$ cat config.mk
export PLATFORM = sky130hd
export DESIGN_NAME = sha1_result_collector
export DESIGN_NICKNAME = d
export VERILOG_FILES = /design/src/rtl/sha1_result_collector.sv
export SDC_FILE = /design/constraint.sdc
export NUM_CORES = 1
export LEC_CHECK = 0
export ABC_AREA = 1
export ABC_CLOCK_PERIOD_IN_PS = 3440
export BUFFER_PORTS_ARGS = -buffer_cell sky130_fd_sc_hd__buf_2
export CORE_AREA = 2 2 168 170
export DETAILED_ROUTE_END_ITERATION = 6
export DIE_AREA = 0 0 170 172
export SLEW_MARGIN = 25
export SYNTH_ARGS = -nofsm -noshare
export SYNTH_HDL_FRONTEND = slang
export SYNTH_SLANG_ARGS = --single-unit
$ cat constraint.sdc
create_clock -name clk -period 3.44 [get_ports clk]
set_input_delay 0.86 -clock clk [delete_from_list [all_inputs] [get_ports clk]]
set_output_delay 0.86 -clock clk [all_outputs]
set_load 0.005 [all_outputs]
$ cat src/rtl/sha1_result_collector.sv
// sha1_result_collector
// Collects matching nonces from the nonce-search stage into a small FIFO,
// hands them to the host over valid/ready, counts hashes and matches, and
// reports completion once the search is done and every result has drained.
// Optional feature macro: SHA1_COLLECT_CONTEXT_EN (store the 160-bit digest
// alongside each nonce; otherwise res_context is tied to zero).
module sha1_result_collector #(
  parameter int NONCE_SIZE = 16,
  parameter int DEPTH      = 4,
  parameter int COUNT_W    = 32
) (
  input  logic                  clk,
  input  logic                  rst_n,
  input  logic                  start,
  input  logic                  hash_in,
  input  logic                  match_in,
  input  logic                  done_in,
  input  logic [NONCE_SIZE-1:0] nonce_in,
  input  logic [159:0]          context_in,
  output logic                  res_valid,
  input  logic                  res_ready,
  output logic [NONCE_SIZE-1:0] res_nonce,
  output logic [159:0]          res_context,
  output logic [COUNT_W-1:0]    hash_count,
  output logic [COUNT_W-1:0]    match_count,
  output logic                  overflow,
  output logic                  busy,
  output logic                  complete
);

  localparam int AW = $clog2(DEPTH);

  typedef enum logic [1:0] {IDLE, RUN, DRAIN, COMPLETE} state_t;

  state_t                  state_q;
  logic [AW:0]             wp_q, wp_d, rp_q, rp_d;
  logic [COUNT_W-1:0]      hashCount_q, hashCount_d;
  logic [COUNT_W-1:0]      matchCount_q, matchCount_d;
  logic                    overflow_q, overflow_d;
  logic [NONCE_SIZE-1:0]   nonceMem_q [DEPTH];

  logic empty, full, pop, capture, hit, push, drop, emptyNext;

  // The extra pointer bit distinguishes a full FIFO from an empty one
  assign empty     = (wp_q == rp_q);
  assign full      = (wp_q[AW] != rp_q[AW]) && (wp_q[AW-1:0] == rp_q[AW-1:0]);
  assign pop       = !empty && res_ready;
  assign capture   = (state_q == RUN) && !start;
  assign hit       = capture && hash_in && match_in;
  assign push      = hit && (!full || pop);
  assign drop      = hit && full && !pop;
  assign emptyNext = (wp_d == rp_d);

  // Next-state for pointers, counters and the sticky overflow flag; start flushes everything
  always_comb begin
    wp_d         = wp_q;
    rp_d         = rp_q;
    hashCount_d  = hashCount_q;
    matchCount_d = matchCount_q;
    overflow_d   = overflow_q;
    if (start) begin
      wp_d         = '0;
      rp_d         = '0;
      hashCount_d  = '0;
      matchCount_d = '0;
      overflow_d   = 1'b0;
    end else begin
      if (pop)  rp_d = rp_q + 1'b1;
      if (push) wp_d = wp_q + 1'b1;
      if (capture && hash_in && (hashCount_q != {COUNT_W{1'b1}}))
        hashCount_d = hashCount_q + 1'b1;
      if (hit && (matchCount_q != {COUNT_W{1'b1}}))
        matchCount_d = matchCount_q + 1'b1;
      if (drop) overflow_d = 1'b1;
    end
  end

  // Register pointers, counters, overflow and the search FSM
  always_ff @(posedge clk or negedge rst_n) begin
    if (!rst_n) begin
      state_q      <= IDLE;
      wp_q         <= '0;
      rp_q         <= '0;
      hashCount_q  <= '0;
      matchCount_q <= '0;
      overflow_q   <= 1'b0;
    end else begin
      wp_q         <= wp_d;
      rp_q         <= rp_d;
      hashCount_q  <= hashCount_d;
      matchCount_q <= matchCount_d;
      overflow_q   <= overflow_d;
      if (start) begin
        state_q <= RUN;
      end else begin
        case (state_q)
          IDLE:     state_q <= IDLE;
          RUN:      if (done_in) state_q <= emptyNext ? COMPLETE : DRAIN;
          DRAIN:    if (emptyNext) state_q <= COMPLETE;
          COMPLETE: state_q <= COMPLETE;
          default:  state_q <= IDLE;
        endcase
      end
    end
  end

  // FIFO storage needs no reset: outputs are masked while the FIFO is empty
  always_ff @(posedge clk) begin
    if (push) nonceMem_q[wp_q[AW-1:0]] <= nonce_in;
  end

  assign res_valid   = !empty;
  assign res_nonce   = empty ? '0 : nonceMem_q[rp_q[AW-1:0]];
  assign hash_count  = hashCount_q;
  assign match_count = matchCount_q;
  assign overflow    = overflow_q;
  assign busy        = (state_q == RUN) || (state_q == DRAIN);
  assign complete    = (state_q == COMPLETE);

`ifdef SHA1_COLLECT_CONTEXT_EN
  logic [159:0] ctxMem_q [DEPTH];

  // Digest storage travels in lockstep with the nonce storage
  always_ff @(posedge clk) begin
    if (push) ctxMem_q[wp_q[AW-1:0]] <= context_in;
  end

  assign res_context = empty ? '0 : ctxMem_q[rp_q[AW-1:0]];
`else
  logic unusedContext;
  assign unusedContext = ^context_in;
  assign res_context   = '0;
`endif

endmodule

### Word level (Yosys, flattened, before mapping)

Memories as Yosys holds them, arrays and structs flattened.
Index checks and enable logic that the tools add are counted.

| word-level totals | value |
|---|---|
| output and inout bits | 244 |
| word-level logic and storage cells | 61 |
| flip-flop bits (word level) | 73 |
| memories kept | 1 |
| bits in writable memories | 64 |
| input port bits | 183 |

| operators by class | value |
|---|---|
| mux-type cells | 18 |
| eq/ne operators | 11 |
| reduce and logical (&&, ||, !) cells | 21 |
| $add $sub $neg | 4 |

Memories:

| name | depth | width | read ports | clocked after memory_dff | write ports | line | RTL |
|---|---|---|---|---|---|---|---|
| nonceMem_q | 4 | 16 | 1 | 0 | 1 | 40 | `logic [NONCE_SIZE-1:0] nonceMem_q [DEPTH];` |

Operators by type and width:

| operator | count |
|---|---|
| $mux 32 | 4 |
| $add 32x1->32 const B | 2 |
| $ne 32x32->1 const B | 2 |
| $mux 16 | 1 |
| $mux 3 | 4 |
| $logic_and 1x1->1 | 10 |
| $pmux 2 s4 | 1 |
| $add 3x1->3 const B | 2 |
| $eq 3x3->1 | 2 |
| $mux 2 | 3 |
| $ne 3x3->1 const B | 2 |
| $reduce_bool 2->1 | 3 |
| $mux 1 | 5 |
| $eq 2x2->1 const B | 2 |
| $logic_not 1->1 | 4 |
| $eq 2x1->1 const B | 1 |
| $eq 2x2->1 | 1 |
| $logic_not 2->1 | 1 |
| $logic_or 1x1->1 | 2 |
| $reduce_and 2->1 | 1 |
| $ne 1x1->1 | 1 |

### Logic depth before layout (Yosys ltp)

| depth | value |
|---|---|
| depth in word-level cells | 12 |
| gate-level depth with buffers | 18 |
| gate-level depth less buffers | 17 |

### Least setup slack after synthesis

Ideal clock, no wire load.

| timing | value |
|---|---|
| path type | in2reg |
| start point | in start |
| end point | mem nonceMem_q[0][0], enable pin |
| setup time | 0.389 ns |
| data required time | 3.051 ns |
| cell stages on the path | 5 |
| path buffers | 0 |
| path slack | 1.039 ns |
| data arrival time | 2.012 ns |
| cell sequence | inv_2 -> nand3_2 -> nor2_4 -> nand2_8 -> nor2_1 |

| on the way | value |
|---|---|
| longest elaborated chain between the ends | 7 |

Ends and longest elaborated chain:

| item | line | RTL |
|---|---|---|
| start, declared | 14 | `input logic start,` |
| $logic_not 1->1 | 48 | `assign capture = (state_q == RUN) && !start;` |
| $logic_and 1x1->1 | 48 |  |
| $logic_and 1x1->1 (2 in series) | 49 | `assign hit = capture && hash_in && match_in;` |
| $logic_and 1x1->1 | 50 | `assign push = hit && (!full \|\| pop);` |
| $mux 1 | 109 | `if (push) nonceMem_q[wp_q[AW-1:0]] <= nonce_in;` |
| $mux 1 (implied by the code) | 109 |  |
| end, declared | 40 |  |

Every way passes these cells.

### Worst setup path in the final report

| timing | value |
|---|---|
| start point | reg rp_q[1] |
| end point | out res_nonce[12] |

| on the way | value |
|---|---|
| longest elaborated chain between the ends | 2 |
| elaborated cells between the ends (all ways) | 3 |
| those cells by class | eq/ne: 1; mux: 1; memory: 1 |

Ends and longest elaborated chain:

| item | line | RTL |
|---|---|---|
| start, declared | 36 | `logic [AW:0] wp_q, wp_d, rp_q, rp_d;` |
| start signal, assigned | 89 | `rp_q <= rp_d;` |
| $mem_v2 4x16 or $eq 3x3->1 (tied branches) | - |  |
| $mux 16 * | 113 | `assign res_nonce = empty ? '0 : nonceMem_q[rp_q[AW-1:0]];` |
| end, declared | 22 | `output logic [NONCE_SIZE-1:0] res_nonce,` |

Mark *: on every way between the ends. The rest lies on a longest branch, timed or not.

==> metrics.md <==
| Metric | Value |
|---|---|
| Row count | roughly 60 |
| Yosys warns | 0 |
| Post-synth EDFFs | 64 |
| CTS root buf | clkbuf_16 |
| Status | finished clean |
| Reg2reg end | match_count[1] |
| Dominant cell type by area after synthesis | edfxtp_1 |
| Nets | about 1300 |
| DRT antenna net count | 0 |
| CTS tree | built |
| Type of element launching the critical path | flop |
| Cts repair resizes | 0 |
| Via/cell ratio | 4.46 |
| Post-synthesis cell area | 0.00838 mm2 |
| Critical setup path kind | reg -> out |
| Share of cells above drive strength 1 | 19.5% |
| Worst EP required | 2.58 ns |
| Synth area leaders | edfxtp_1 (23%), dfrtp_1 (22%), buf_4 (15%) |
| Static Leak | 4.11 nW |
| CP max-delay cell | dfrtp_1 |
| Slew @ Worst Pin | 0.693 ns |
| Fill cells | 2845 |
| RSZ-0062 raised after global routing | no |
| Final min period | 3.08 ns |
| Global-route wire length before repair | between 30000 and 40000 um |
| I/O Pins | 427 |
| DRT Pass-1 Iters | 5 |
| # H-tree levels | 4 |
| Achievable Freq | 0.325 GHz |
| Post-synth cell types | 43 |
| Total Routing Usage GR | between 10% and 20% |
| Vias in the first global route | 5895 |
| Per-cell routed wire length | roughly 14 um |
| Gpl congestion | 0.921 |
| FF+latch count, synth | 137 |
| CTS Buf Count | 17 |
| Clock Skews | roughly 0.0097 ns |
| Area added between synthesis and finish | 11.2% |
| Via count | 6405 |
| Initial DRC count | roughly 320 |
| Max-slew headroom | 53.8% |
| Clk_lat worst skew | 0.43 ns |
| Tcrit/Tclk final | around nine tenths |
| R2r setup slk | 0.83 ns |
| Most instantiated cells after synthesis | buf_4 (162), nand2_1 (145), nor2_1 (93) |
| Syn Inst Count | 963 |
| CP most frequent cell | nand2_1 |
| Count leader, synth | buf_4 |
| Crit Path Max Fanout | 21 |
| Worst Reg-to-Reg Cells | 11 |
| Tot Pwr | between 4 and 5 mW |
| CP Capture Type | primary output |
| Most used DFF post-synth | dfrtp_1 |
| CTS clock-pin slew for the worst setup and hold paths | 0.07 ns |
| Worst VDD drop | 0.292 mV |
| Post-DP HPWL | 14800 um |
| Hold-fix buffer count after cts | 0 |
| Initial Utilization | a little under a third |
| Die extent in y | 172 um |
| DRC errors left | 0 |
| Largest net degree at the start of global routing | 74 |
| Fin. Hold Viols | 0 |
| Die W | 170 um |
| Reg2reg start | match_count[0] |
| Ys async rst share | between 50% and 60% |
| Global route overflow | 0 |
| Area of the multi-input gates | 0.00352 mm2 |
| Cell Chain, Critical Path | nand2_1 > nand2_1 > nand3_2 > nand2_1 > inv_1 > buf_2 |
| Clock buffer depth | 2 |
| Synth top area share | 22.9% |
| Die area | slightly below 0.03 mm2 |
| Total core area | 0.0275 mm2 |
| Max-slew violation count | 0 |
| Min-Delay Path Class | in -> async |
| Sequential fraction of the synthesis area | approximately 45% |
| Drt total wl | 20200 um |
| Antenna violations before repair | 3 |
| CTS Sinks | 137 |
| Pwr Density | 485 mW/mm2 |
| Arr. time, crit path | 2.22 ns |
| Post-CTS Setup Bufs | 0 |
| Max-cap violations | 0 |
| Critical Path Max Stage Delay | 0.69 ns |
| Synth Area per Inst | 8.71 um2 |
| PortBufs | 106 |
| Reg area | 0.00375 mm2 |
| Final setup viols | 0 |
| Setup TNS | 0 ns |
-- layout by cell type, fill, tap and decap left out, drive strengths merged --
cell and count:
a211oi 4, dfrtp 73, o31ai 15, nor4 14, a31oi 4, xor2 12
clkinv 7, o22ai 16, edfxtp 64, xnor2 6, diode 2, nand2 163
conb 160, nand3 26, a21oi 34, o21ai 62, o221a 3, inv 105
nand3b 1, clkbuf 17, and3 1, o21a 2, buf 118, nand4 19
ha 11, nor3b 5, nor2 106, nor3 40
-- where the power goes --
group / leakage, nW / internal [mW] / switching (mW) / total (mW)
clock network: 0.300 / 0.995 / 0.862 / 1.86
logic: 2.23 / 0.275 / 0.606 / 0.881
registers: 1.59 / 1.75 / 0.0385 / 1.79
total: 4.11 / 3.02 / 1.51 / 4.53
-- critical path: cells and delay by family, from the launching register on --
family	cells	cell delay, ns
buffers and inverters	2	0.17
flip-flops	1	0.69
AND/OR/NAND/NOR	4	0.92
-- flip-flops by register name, indices dropped and copies added, names as in the netlist --
register     cells
rp_q             3
match_count     32
overflow         1
wp_q             3
nonceMem_q      64
hash_count      32
state_q          2
-- final cells by class --
cell class | count | area share [%]
Sequential cell | 137 | 40.2
Tap cell | 346 | 4.64
Multi-Input combinational cell | 704 | 37.8
Antenna cell | 2 | 0.0537
Clock buffer | 17 | 4.56
Inverter | 97 | 3.98
Timing Repair Buffer | 118 | 6.72
Clock inverter | 15 | 2.08
-- how the worst max path moves through the flow --
stage / from / endpoint / slack [ns] / cells after the start
finish: rp_q[1] / res_nonce[12] / 0.36 / 6
global route: rp_q[1] / res_nonce[15] / 0.15 / 6
CTS: rp_q[1] / res_nonce[12] / 0.32 / 6
detailed placement: start / match_count[20] / 0.76 / 10
global placement: start / match_count[22] / 0.77 / 10
floorplan: start / nonceMem_q[0][0] / 1.04 / 5
-- logic make-up (layout without fill, tap and decap cells) --
family | Yosys count | after routing | share of synthesized area (%)
other cells | 1 | 162 | 0.0447
buf+inv | 281 | 247 | 20.4
xor+xnor | 18 | 18 | 1.97
simple gates | 375 | 375 | 21.7
fa+ha+maj | 11 | 11 | 1.64
flops | 137 | 137 | 44.7
compound gates | 140 | 140 | 9.55
-- routing by layer --
metal | track usage, % | share of wire, %
met1 | 17.8 | 45
met2 | 22.1 | 46
met3 | 4.28 | 7.6
met4 | 4.57 | 1.3
met5 | 0 | 0.089
-- stage by stage --
step                setup WS, ns  instance area (um2)  std cells  hold WS, ns  util (%)
floorplan                   1.04                 8980       1122        0.477         -
global placement           0.774                 8700       1402        0.471      31.7
detailed placement         0.756                 8700       1402        0.486      31.7
CTS                        0.319                 9320       1434        0.510      33.9
global route               0.155                 9320       1435        0.503      33.9
finish                     0.364                 9330       1436        0.452      33.9
No activity file was read; power rests on OpenSTA's default activity.
